## src/rtl/count_display.sv

```systemverilog
// rtl/count_display.sv - 5-bit count to two-digit BCD converter with multiplexed 7-segment drive
//
// Ports:
//   clk    in   single clock, rising edge
//   rstn   in   synchronous active-low reset
//   value  in   [4:0] binary count 0..31
//   tens   out  [3:0] latched BCD tens digit 0..3
//   ones   out  [3:0] latched BCD ones digit 0..9
//   upd    out  one-cycle pulse when tens/ones take new values
//   busy   out  high while a conversion is in progress
//   seg    out  [6:0] segment drive, bit0=a .. bit6=g
//   an     out  [1:0] one-hot digit enable, 01=ones, 10=tens
module count_display #(
    parameter int SCAN_DIV   = 4,
    parameter int BLANK_LZ   = 1,
    parameter int ACTIVE_LOW = 0
) (
    input  logic       clk,
    input  logic       rstn,
    input  logic [4:0] value,
    output logic [3:0] tens,
    output logic [3:0] ones,
    output logic       upd,
    output logic       busy,
    output logic [6:0] seg,
    output logic [1:0] an
);

    localparam int DW = $clog2(SCAN_DIV);

    typedef enum logic [1:0] {IDLE, SHIFT, LATCH} state_t;

    state_t      state, state_nx;
    logic [4:0]  shreg, shreg_nx;
    logic [4:0]  cap, cap_nx;
    logic [4:0]  last, last_nx;
    logic [7:0]  scratch, scratch_nx;
    logic [7:0]  adj;
    logic [2:0]  iter, iter_nx;
    logic        pend, pend_nx;
    logic [3:0]  tens_nx, ones_nx;
    logic        upd_nx;

    logic [DW-1:0] div;
    logic          sel;
    logic          sel_eff;
    logic [3:0]    digit;
    logic [6:0]    seg_dec;
    logic [6:0]    seg_raw;
    logic [1:0]    an_raw;

    // pend forces one conversion after reset so outputs reflect value even if it equals last
    always_ff @(posedge clk) begin
        if (!rstn) begin
            state   <= IDLE;
            shreg   <= '0;
            cap     <= '0;
            last    <= '0;
            scratch <= '0;
            iter    <= '0;
            pend    <= 1'b1;
            tens    <= '0;
            ones    <= '0;
            upd     <= 1'b0;
        end else begin
            state   <= state_nx;
            shreg   <= shreg_nx;
            cap     <= cap_nx;
            last    <= last_nx;
            scratch <= scratch_nx;
            iter    <= iter_nx;
            pend    <= pend_nx;
            tens    <= tens_nx;
            ones    <= ones_nx;
            upd     <= upd_nx;
        end
    end

    always_comb begin
        state_nx   = state;
        shreg_nx   = shreg;
        cap_nx     = cap;
        last_nx    = last;
        scratch_nx = scratch;
        iter_nx    = iter;
        pend_nx    = pend;
        tens_nx    = tens;
        ones_nx    = ones;
        upd_nx     = 1'b0;
        adj        = scratch;
        case (state)
            IDLE: begin
                if (value != last || pend) begin
                    shreg_nx   = value;
                    cap_nx     = value;
                    scratch_nx = '0;
                    iter_nx    = '0;
                    pend_nx    = 1'b0;
                    state_nx   = SHIFT;
                end
            end
            SHIFT: begin
                // double-dabble: correct nibbles >= 5 before each shift
                if (scratch[3:0] >= 4'd5) adj[3:0] = scratch[3:0] + 4'd3;
                if (scratch[7:4] >= 4'd5) adj[7:4] = scratch[7:4] + 4'd3;
                {scratch_nx, shreg_nx} = {adj, shreg} << 1;
                iter_nx = iter + 3'd1;
                if (iter == 3'd4) state_nx = LATCH;
            end
            LATCH: begin
                tens_nx  = scratch[7:4];
                ones_nx  = scratch[3:0];
                last_nx  = cap;
                upd_nx   = 1'b1;
                state_nx = IDLE;
            end
            default: state_nx = IDLE;
        endcase
    end

    assign busy = (state != IDLE);

    // free-running scan divider, independent of the converter
    always_ff @(posedge clk) begin
        if (!rstn) begin
            div <= '0;
            sel <= 1'b0;
        end else if (div == DW'(SCAN_DIV - 1)) begin
            div <= '0;
            sel <= ~sel;
        end else begin
            div <= div + 1'b1;
        end
    end

    // during reset the display shows a zero on the ones digit
    assign sel_eff = sel & rstn;
    assign digit   = !rstn ? 4'd0 : (sel_eff ? tens : ones);

    always_comb begin
        case (digit)
            4'd0:    seg_dec = 7'h3F;
            4'd1:    seg_dec = 7'h06;
            4'd2:    seg_dec = 7'h5B;
            4'd3:    seg_dec = 7'h4F;
            4'd4:    seg_dec = 7'h66;
            4'd5:    seg_dec = 7'h6D;
            4'd6:    seg_dec = 7'h7D;
            4'd7:    seg_dec = 7'h07;
            4'd8:    seg_dec = 7'h7F;
            4'd9:    seg_dec = 7'h6F;
            default: seg_dec = 7'h00;
        endcase
    end

    assign seg_raw = (BLANK_LZ != 0 && sel_eff && tens == 4'd0) ? 7'h00 : seg_dec;
    assign an_raw  = sel_eff ? 2'b10 : 2'b01;
    assign seg     = (ACTIVE_LOW != 0) ? ~seg_raw : seg_raw;
    assign an      = (ACTIVE_LOW != 0) ? ~an_raw  : an_raw;

endmodule

```

## config.mk

```make
export PLATFORM = sky130hd
export DESIGN_NAME = count_display
export DESIGN_NICKNAME = d
export VERILOG_FILES = /design/src/rtl/count_display.sv
export SDC_FILE = /design/constraint.sdc
export NUM_CORES = 1
export LEC_CHECK = 0
export ABC_AREA = 0
export BUFFER_PORTS_ARGS = -buffer_cell sky130_fd_sc_hd__buf_2
export CELL_PAD_IN_SITES_DETAIL_PLACEMENT = 1
export CELL_PAD_IN_SITES_GLOBAL_PLACEMENT = 1
export CORE_ASPECT_RATIO = 0.7
export CORE_MARGIN = 5
export CORE_UTILIZATION = 23
export CTS_BUF_LIST = sky130_fd_sc_hd__clkbuf_4 sky130_fd_sc_hd__clkbuf_8 sky130_fd_sc_hd__clkbuf_16
export DETAILED_ROUTE_END_ITERATION = 8
export GPL_TIMING_DRIVEN = 0
export PLACE_DENSITY_LB_ADDON = 0.1
export SYNTH_ARGS = -nofsm -noshare
export SYNTH_HDL_FRONTEND = slang
export SYNTH_SLANG_ARGS = --single-unit
```

## constraint.sdc

```tcl
create_clock -name clk -period 1.85 [get_ports clk]
set_input_delay 0.2775 -clock clk [delete_from_list [all_inputs] [get_ports clk]]
set_output_delay 0.2775 -clock clk [all_outputs]
set_load 0.02 [all_outputs]
```

==> impl_metrics.tcl <==
set metrics [dict create \
    clock_latency_ps 280 \
    grt_use_total_pct 11.93 \
    syn_inst 248 \
    yosysSeqAreaShare_pct 39.38 \
    htree_levels 2 \
    p_seq_share_pct 40.8 \
    maxCapViolations 0 \
    core_area_um2 8962 \
    rsz0062_at_grt "yes" \
    synth_edf_count 0 \
    final_nets 307 \
    ff2ff_path_depth 6 \
    avgSynthCellArea_um2 8.405 \
    p_switching_uw 517.8 \
    power_density_nw_per_um2 805.4 \
    arrival_ps 2020 \
    sw_frac_of_total_pct 22.53 \
    critPathKind "reg -> out" \
    wl_per_cell_um 14.93 \
    netlist_area_um2 2084 \
    min_period_over_period_pct 124.0 \
    r2r-start "last[0]" \
    synth_seq_cells 41 \
    n_antenna_cell 0 \
    final_util_pct 31.84 \
    dp_cells 397 \
    ant_nets 0 \
    required_ps 1570 \
    vdd_drop_max_v 0.0002959 \
    die-area_um2 11100 \
    io_pins 26 \
    drive_above_1_share_pct 28.87 \
    synth_cell_types 45 \
    worstHoldStart "value[4]" \
    r2r-end "scratch[0]" \
    finalMaxSlewViolations 0 \
    first_global_vias 1934 \
    tightest_slew_ps 641.1 \
    power.leakage_uw 0.001160 \
    grt-ovfl-total 0 \
    initial_utilization_pct 23.26 \
    area_growth_pct 36.91 \
    crit_path_max_fanout 6 \
    worst_slack_ps -444.3 \
    dpl.hpwl_mm 4.637 \
    die_w_um 123.8 \
    p_int_uw 1781 \
    nFillCells 1078 \
    whs_endpoint "cap[4]" \
    place.port_buffers 25 \
    gp_congestion 0.7407 \
    ys_async_sr_fraction_pct 0 \
    via_per_inst 4.513 \
    drc 0 \
    grt_start_max_net_pins 14 \
    placementRows 29 \
    skew_ps 2.803 \
    tritoncts "done" \
    relSlewSlack_pct 57.26 \
    final_common_cell "nand2_1" \
    power_frac_comb_pct 9.8 \
    power_uw 2299 \
    grt_first_pass_wirelength_mm 10.18 \
    reg2reg_slack_ps 210 \
    setup_viol 7 \
    hold_viol 0 \
    clockRootBuffer "clkbuf_16" \
    layout_common_cells "nand2_1 (45), dfxtp_1 (40), a21oi_1 (20)" \
    drt-total-wl_mm 6.196 \
    drtIter0Drc 109 \
    mappedNetlistNets 265 \
    timing.fmax_mhz 435.9 \
    violations "setup timing" \
    cts.sinks 41 \
    min_path_type "in -> reg" \
    clk_pin_slew_ps 60 \
    antenna_found_initial 0 \
    end_kind "output pin" \
    hold_depth 3 \
    layoutNonFillerInstCount 415 \
    synthFlopType "dfxtp_1" \
    fp.dieH_um 89.65 \
    routed-via-count 1873 \
    status "finished with violations" \
    critPathLaunchType "flip-flop" \
    cts_buffers 5 \
    dr.pass1.iters 5 \
    pwr-share-clk_pct 49.4 \
    whs_ps 282.5 \
    cts_buffer_depth 2 \
    ys_warn_count 0 \
    period_needed_ps 2294 \
]
[Yosys cell counts (all sizes together), types with 3 or more instances]
| master | n | area, um2 |
|---|---|---|
| dfxtp | 41 | 820.8 |
| and2 | 4 | 25.02 |
| mux2i | 6 | 60.06 |
| a21oi | 24 | 120.1 |
| nor2 | 17 | 63.81 |
| o22ai | 6 | 37.54 |
| nand2b | 5 | 31.28 |
| o221a | 4 | 45.04 |
| inv | 14 | 52.55 |
| o21ai | 7 | 35.03 |
| buf | 5 | 45.04 |
| mux2 | 7 | 82.57 |
| nand2 | 48 | 180.2 |
| nor3 | 3 | 15.01 |
| xnor2 | 3 | 26.28 |
| clkbuf | 9 | 33.78 |
| ha | 10 | 125.1 |
| nand3 | 8 | 40.04 |
[power by group through the flow]
stage / Clock (uW) / Sequential (uW) / Combinational [uW]
after floorplan: 0 / 951 / 147
after global placement: 0 / 956 / 207
after detailed placement: 0 / 956 / 209
after CTS: 1170 / 937 / 221
after global routing: 1210 / 941 / 251
final: 1140 / 937 / 226
[flip-flops by register name, indices dropped and copies added (netlist names), 3 cells and up]
name / count
scratch: 8
tens: 4
shreg: 5
ones: 4
cap: 5
iter: 3
last: 5
[worst max path at each step]
stage / cells after the start / slack, ps / to / from
finish: 8 / -440 / seg[5] / sel
detailed placement: 7 / -340 / seg[0] / rstn
global placement: 7 / -330 / seg[3] / rstn
global route: 8 / -500 / seg[5] / sel
CTS: 6 / -450 / seg[5] / sel
floorplan: 6 / -30 / seg[0] / sel
[per-stage QoR]
step	setup slack, ps	setup TNS (ps)	instance area (um2)
2_1_floorplan	-32.38	-62.32	2161
3_3_place_gp	-326.3	-2385	2441
3_5_place_dp	-336.8	-2389	2441
4_1_cts	-447.6	-2497	2759
5_1_grt	-503.8	-2981	2854
6_report	-444.3	-2491	2854
[cell families (layout without fill, tap and decap cells)]
kind of cell	count (synthesis)	after routing	synth area share, %
fa+ha+maj	10	10	6.002
compound gates	58	58	19.81
xor+xnor	4	4	1.681
buf+inv	28	71	6.302
simple gates	94	94	19.99
mux	13	13	6.842
flops	41	41	39.38
[routing by layer]
| layer | GRT usage [%] | wire length (um) | vias up |
|---|---|---|---|
| met4 | 2.111 | 30 | 0 |
| met2 | 17.31 | 2556 | 27 |
| li1 | - | - | 941 |
| met5 | 0 | 0 | - |
| met1 | 17.71 | 3365 | 900 |
| met3 | 3.319 | 244 | 5 |
[worst max-delay path, stage by stage (launching register included)]
cell and delay (ps):
dfxtp_2 320, buf_6 130, mux2_4 340, nand2_4 110
inv_4 50, ha_4 150, or3_4 370, a21oi_4 130
buf_6 130
[repair_timing]
item                                    CTS  global route
hold buffers                              0             0
pin swaps                                 5             9
endpoints found under the setup margin    7            13
cloned                                    0             0
buffers inserted                          6             6
resized for setup                        22            16
[cell type report]
cell class	count	area, um2	share of cell area, %
plain buffers	13	68.82	2.411
clock inverters	3	65.06	2.280
inverters	14	55.05	1.929
clock buffers	5	125.1	4.384
repair buffers	36	267.8	9.382
well taps	124	155.1	5.436
multi-input cells	179	1295	45.37
flip-flops and latches	41	822.0	28.80
(Power assumes the default switching activity.)
